**config.mk**
```make
export PLATFORM = sky130hd
export DESIGN_NAME = dbus_master_bridge
export DESIGN_NICKNAME = d
export VERILOG_FILES = /design/src/rtl/dbus_master_bridge.sv
export SDC_FILE = /design/constraint.sdc
export NUM_CORES = 1
export LEC_CHECK = 0
export CAP_MARGIN = 10
export CORE_UTILIZATION = 37
export CTS_BUF_LIST = sky130_fd_sc_hd__clkbuf_8 sky130_fd_sc_hd__clkbuf_16
export CTS_CLUSTER_DIAMETER = 30
export DETAILED_ROUTE_END_ITERATION = 8
export PLACE_DENSITY_LB_ADDON = 0.12
export SYNTH_ARGS = -nofsm -noshare
export SYNTH_HDL_FRONTEND = slang
export SYNTH_SLANG_ARGS = --single-unit
```
**constraint.sdc**
```tcl
create_clock -name clk -period 1.5 [get_ports clk]
set_input_delay 0.45 -clock clk [delete_from_list [all_inputs] [get_ports clk]]
set_output_delay 0.45 -clock clk [all_outputs]
set_load 0.005 [all_outputs]
```
**src/rtl/dbus_master_bridge.sv**
```systemverilog
// dbus_master_bridge: single-outstanding dbus initiator.
// A local client issues one read or write command. The bridge runs one
// req/ack handshake toward the peripherals and returns the result on a
// valid/ready response port.
// Optional feature: define DBUS_MST_TIMEOUT_EN to abort a request that
// receives no ack within TIMEOUT cycles. Such a request ends with rsp_err_o = 1.

package dbus_pkg;
  typedef struct packed {
    logic        req;
    logic        w_en;
    logic [31:0] addr;
    logic [31:0] w_data;
  } type_dbus2peri_s;

  typedef struct packed {
    logic        ack;
    logic [31:0] r_data;
  } type_peri2dbus_s;
endpackage

module dbus_master_bridge
  import dbus_pkg::*;
#(
  parameter int unsigned TIMEOUT = 64
) (
  input  logic            clk,
  input  logic            rst_n,
  input  logic            cmd_valid_i,
  output logic            cmd_ready_o,
  input  logic [31:0]     cmd_addr_i,
  input  logic [31:0]     cmd_wdata_i,
  input  logic            cmd_we_i,
  output logic            rsp_valid_o,
  input  logic            rsp_ready_i,
  output logic [31:0]     rsp_rdata_o,
  output logic            rsp_err_o,
  output type_dbus2peri_s dbus2peri_o,
  input  type_peri2dbus_s peri2dbus_i
);

  // Catch illegal TIMEOUT values when the design is elaborated.
  if (TIMEOUT < 2 || TIMEOUT > 65535) begin : g_timeout_range_check
    $error("dbus_master_bridge: TIMEOUT must be in 2..65535");
  end

  typedef enum logic [1:0] {IDLE, BUSY, RESP} state_e;

  state_e      state_reg, state_next;
  logic        capture, ack_take, tmo_hit;
  logic        tmo_expire;
  logic        req_reg, we_reg, valid_reg;
  logic [31:0] addr_reg, wdata_reg, rdata_reg;

`ifdef DBUS_MST_TIMEOUT_EN
  localparam int CW = $clog2(TIMEOUT + 1);
  logic [CW-1:0] cnt_reg;
  logic          err_reg;

  // Counts BUSY cycles that pass without an ack. The count restarts
  // for every new command.
  always_ff @(posedge clk or negedge rst_n) begin
    if (!rst_n)                                      cnt_reg <= '0;
    else if (capture)                                cnt_reg <= '0;
    else if (state_reg == BUSY && !peri2dbus_i.ack)  cnt_reg <= cnt_reg + 1'b1;
  end

  // The abort fires in the cycle where this miss would bring the count to
  // TIMEOUT. As a result, req is high for exactly TIMEOUT cycles.
  assign tmo_expire = (cnt_reg == CW'(TIMEOUT - 1));

  // The error flag changes only when a BUSY phase ends.
  always_ff @(posedge clk or negedge rst_n) begin
    if (!rst_n)        err_reg <= 1'b0;
    else if (ack_take) err_reg <= 1'b0;
    else if (tmo_hit)  err_reg <= 1'b1;
  end

  assign rsp_err_o = err_reg;
`else
  assign tmo_expire = 1'b0;
  assign rsp_err_o  = 1'b0;
`endif

  // State register.
  always_ff @(posedge clk or negedge rst_n) begin
    if (!rst_n) state_reg <= IDLE;
    else        state_reg <= state_next;
  end

  // Next-state logic and the handshake strobes. An ack has priority over an
  // abort in the same cycle.
  always_comb begin
    state_next  = state_reg;
    cmd_ready_o = 1'b0;
    capture     = 1'b0;
    ack_take    = 1'b0;
    tmo_hit     = 1'b0;
    case (state_reg)
      IDLE: begin
        cmd_ready_o = 1'b1;
        if (cmd_valid_i) begin
          capture    = 1'b1;
          state_next = BUSY;
        end
      end
      BUSY: begin
        if (peri2dbus_i.ack) begin
          ack_take   = 1'b1;
          state_next = RESP;
        end else if (tmo_expire) begin
          tmo_hit    = 1'b1;
          state_next = RESP;
        end
      end
      RESP: begin
        if (rsp_ready_i) state_next = IDLE;
      end
      default: state_next = IDLE;
    endcase
  end

  // Command capture. These registers drive addr, w_en and w_data directly,
  // so those fields stay stable for the whole of BUSY.
  always_ff @(posedge clk or negedge rst_n) begin
    if (!rst_n) begin
      addr_reg  <= '0;
      wdata_reg <= '0;
      we_reg    <= 1'b0;
    end else if (capture) begin
      addr_reg  <= cmd_addr_i;
      wdata_reg <= cmd_wdata_i;
      we_reg    <= cmd_we_i;
    end
  end

  // req and rsp_valid are registered decodes of the next state. This keeps
  // them as flop outputs with no combinational path from cmd_* or ack.
  always_ff @(posedge clk or negedge rst_n) begin
    if (!rst_n) begin
      req_reg   <= 1'b0;
      valid_reg <= 1'b0;
    end else begin
      req_reg   <= (state_next == BUSY);
      valid_reg <= (state_next == RESP);
    end
  end

  // Response data. It is loaded only when a BUSY phase ends, so a stray or
  // late ack seen in another state cannot change it.
  always_ff @(posedge clk or negedge rst_n) begin
    if (!rst_n)        rdata_reg <= '0;
    else if (ack_take) rdata_reg <= we_reg ? 32'h0 : peri2dbus_i.r_data;
    else if (tmo_hit)  rdata_reg <= 32'h0;
  end

  assign rsp_valid_o        = valid_reg;
  assign rsp_rdata_o        = rdata_reg;
  assign dbus2peri_o.req    = req_reg;
  assign dbus2peri_o.w_en   = we_reg;
  assign dbus2peri_o.addr   = addr_reg;
  assign dbus2peri_o.w_data = wdata_reg;

endmodule
```
Word-level counts from Yosys, hierarchy flattened
Cells that the tools add are included.

Eq/ne operators: 4. Mux-type cells: 11. Reductions and logical operators: 1.

Operator list (number): 32-bit 2-to-1 mux (2); 2-bit 2-to-1 mux (3); 2-bit one-hot mux with 3 select lines (1); 1-bit 2-to-1 mux (5); 2-bit by 1-bit equality test with 1-bit output, second input constant (2); 2-bit equality test, second input constant (2); 2-bit zero test (1).

Register bits after elaboration: 101. Bits of input ports: 102. Word-level logic and storage cells: 23.

Depth between registers and ports, before layout
Depth in word-level cells: 3. Gate-level depth with buffers: 4. Mapped depth without buffers: 2.

Worst setup path before layout
No wires, ideal clock.

Path type: input port to flip-flop. From: input cmd_valid_i. To: register addr_reg[0]. Data arrival time: 1.266 ns. Data required time: 1.375 ns. Path slack: 0.109 ns. Stages on the path: 4. Cells stage by stage: nor3b_2 > buf_4 > buf_6 > mux2_2.

Word-level cells in the longest chain between the ends: 2.

RTL lines: start: declaration (RTL line 29) `input logic cmd_valid_i,`; 1-bit 2-to-1 mux (RTL line 102) `if (cmd_valid_i) begin`; 1-bit 2-to-1 mux (RTL line 99) `case (state_reg)`; end signal: assignment (RTL line 131) `addr_reg <= cmd_addr_i;`; end: declaration (RTL line 53) `logic [31:0] addr_reg, wdata_reg, rdata_reg;`.

No other way between the ends. A chain may end at the register's enable or synchronous reset.

Worst setup path in the final report
From: register state_reg[0]. To: register wdata_reg[23].

Word-level cells in the longest chain between the ends: 2.

RTL lines: start: declaration (RTL line 49) `state_e state_reg, state_next;`; start signal: assignment (RTL line 88) `else state_reg <= state_next;`; 2-bit zero test (RTL line 99); 1-bit 2-to-1 mux (RTL line 99); end signal: assignment (RTL line 132) `wdata_reg <= cmd_wdata_i;`; end: declaration (RTL line 53).

No other way between the ends.

==> impl_metrics.ini <==
[critical_path]
cp-start-kind = register
critPathRequiredTime_ns = 1.72
worstSetupPathType = reg -> reg
critPathMaxFanout = 5
cp-end-kind = register
arrival_ns = 1.81

[sta]
finalCriticalPeriod_ns = 1.59
setup_viol = 93
fin_crit_sh = 1.06
rsz0062_at_grt = true
setup_ws_ns = -0.0870
fmax_mhz = 630
hold_violations = 0
skew_ns = 0.00724
drv_slew = 0

[outcome]
status = finished with violations
violations = setup timing

[synthesis]
synthesis.nets = 360
synth.top_cell.area_share = 0.603
yosys_register_bits = 101
yosysWarnings = 0
yosysUniqueCellTypes = 18
syn_area_um2 = 4190
syn_inst = 258
syn_avg_cell_area_um2 = 16.3
yosys.area.top_type = dfrtp_1
ys_seq_area_frac = 0.603
synth.area.top_cells = dfrtp_1 60%, mux2_2 19%, mux2_4 10%

[placement]
io_buffer_count = 201
place_congestion = 0.694
hpwlAfterDp_um = 7130

[cts]
worstSkewPairLatency_ns = 0.34
cts_root_buf = clkbuf_16
cts.sink_count = 101
clockBufferDepth = 2
cts_tree = built
ctsHoldBuffers = 0
h-tree-depth = 3
cts_buffers = 9
clk_pin_slew_ns = 0.07

[job]
drv_cap = 0

[global_route]
grt_overflow = 0
track_usage = 0.184
grt_pass1_vias = 3101
antenna_found_initial = 0
grt_pass1_wl_um = 16300
grt_max_degree = 35

[finish]
n_antenna_cell = 0
layout_common_cells = 100 x dlygate4sd2_1, 99 x dfrtp_1, 99 x clkdlybuf4s50_1
final_common_cell = dlygate4sd2_1
utilization = 0.656
fin_nets = 591
syn_to_final_growth_pct = 71.1
drive_gt1_frac = 0.318

[power]
powerDensity_nw_per_um2 = 1910
p_sw_uw = 3860
power.total_uw = 13700
power.internal_uw = 9850
peakVddDrop_uv = 889
switching_share = 0.282
comb_power_share = 0.482
clkPwrFrac = 0.177
seq_power_share = 0.341
p_leak_uw = 0.00346

[detailed_routing]
drc = 0
routedWlPerCell_um = 18.3
ant_nets = 0
wirelength_um = 11600
dr.pass1.iters = 2
num_vias = 2962
viasPerCell = 4.67
drt_iter0_markers = 80

[die]
die_w_um = 108
coreArea_um2 = 10900
start_util = 0.383
die_area_um2 = 11800
num_rows = 38
ioPinCount = 203
die_y_um = 108

[min_path]
worstHoldPathType = in -> async
stage by stage:
step | instances | setup WS, ns | setup TNS (ns) | hold WS, ns | area, µm²
final | 634 | -0.0870 | -4.92 | 0.0475 | 7170
after global routing | 634 | -0.123 | -8.42 | 0.0707 | 7170
after CTS | 624 | -0.115 | -3.92 | 0.0558 | 6860
after detailed placement | 593 | -0.486 | -42.66 | 0.421 | 6340
after global placement | 593 | -0.461 | -40.92 | 0.422 | 6340
after floorplan | 258 | 0.109 | 0 | 0.154 | 4190
final timing paths:
kind,startpoint,endpoint,slack [ns],cells after the start
worst max-delay path,state_reg[0],wdata_reg[23],-0.09,6
worst min-delay path,rst_n,wdata_reg[24],0.05,1
worst max register to register,state_reg[0],wdata_reg[23],-0.09,6
worst min register to register,wdata_reg[16],wdata_reg[16],0.50,1
max in group asynchronous,rst_n,addr_reg[10],0.94,2
min in group clk,wdata_reg[16],wdata_reg[16],0.50,1
final cells by class:
type	instances	area (µm²)
clock buffer	11	253
clock inverter	5	66.3
fill	845	3760
multi-input combinational	140	1730
sequential	101	2530
tap	140	175
timing repair buffer	237	2410
worst max-delay path, cell delays in order, from the launching register on:
cell,delay [ns]
dfrtp_2,0.42
buf_6,0.13
nor3b_4,0.17
buf_6,0.16
buf_8,0.14
clkbuf_16,0.16
mux2_4,0.30
per-layer routing:
metal,part of all wire,up-vias,GRT usage,wire length [µm]
met5,0,-,0,0
met4,0.012,0,0.0550,140
met3,0.078,13,0.0518,900
met2,0.49,119,0.318,5700
met1,0.42,1484,0.223,4850
li1,-,1346,-,-
power groups by stage:
| stage | clock network [µW] | logic (µW) | registers (µW) |
|---|---|---|---|
| 6_report | 2430 | 6600 | 4680 |
| 5_1_grt | 2650 | 7080 | 4840 |
| 4_1_cts | 2490 | 5910 | 4650 |
| 3_5_place_dp | 0 | 5930 | 4730 |
| 3_3_place_gp | 0 | 5820 | 4700 |
| 2_1_floorplan | 0 | 2570 | 4810 |
cell usage after synthesis:
cell,count
nand2b_1,2
buf_4,4
and2b_1,18
clkbuf_1,3
conb_1,1
mux2_2,69
nor3b_2,1
buf_6,6
and3b_1,1
or2_2,2
buf_12,3
nor2b_1,14
nor2_1,1
dfrtp_1,101
buf_2,1
a21oi_1,2
mux2_4,28
nor3b_1,1
kinds of logic (layout without fill, tap and decap cells):
family / after synthesis / in the layout / share of synthesized area
AO/OA/AOI/OAI: 2 / 2 / 0.00239
AND/OR/NAND/NOR: 40 / 40 / 0.0668
flip-flops: 101 / 101 / 0.603
other: 1 / 1 / 0.000894
multiplexers: 97 / 97 / 0.286
buffers and inverters: 17 / 253 / 0.0415
repair_timing:
item                                    4_1_cts  5_1_grt
pin swaps                                     0        2
gates resized for setup                     147       45
buffers inserted                             12        2
gates cloned                                  3       10
endpoints found under the setup margin      195      100
No activity file was read; power rests on OpenSTA's default activity.
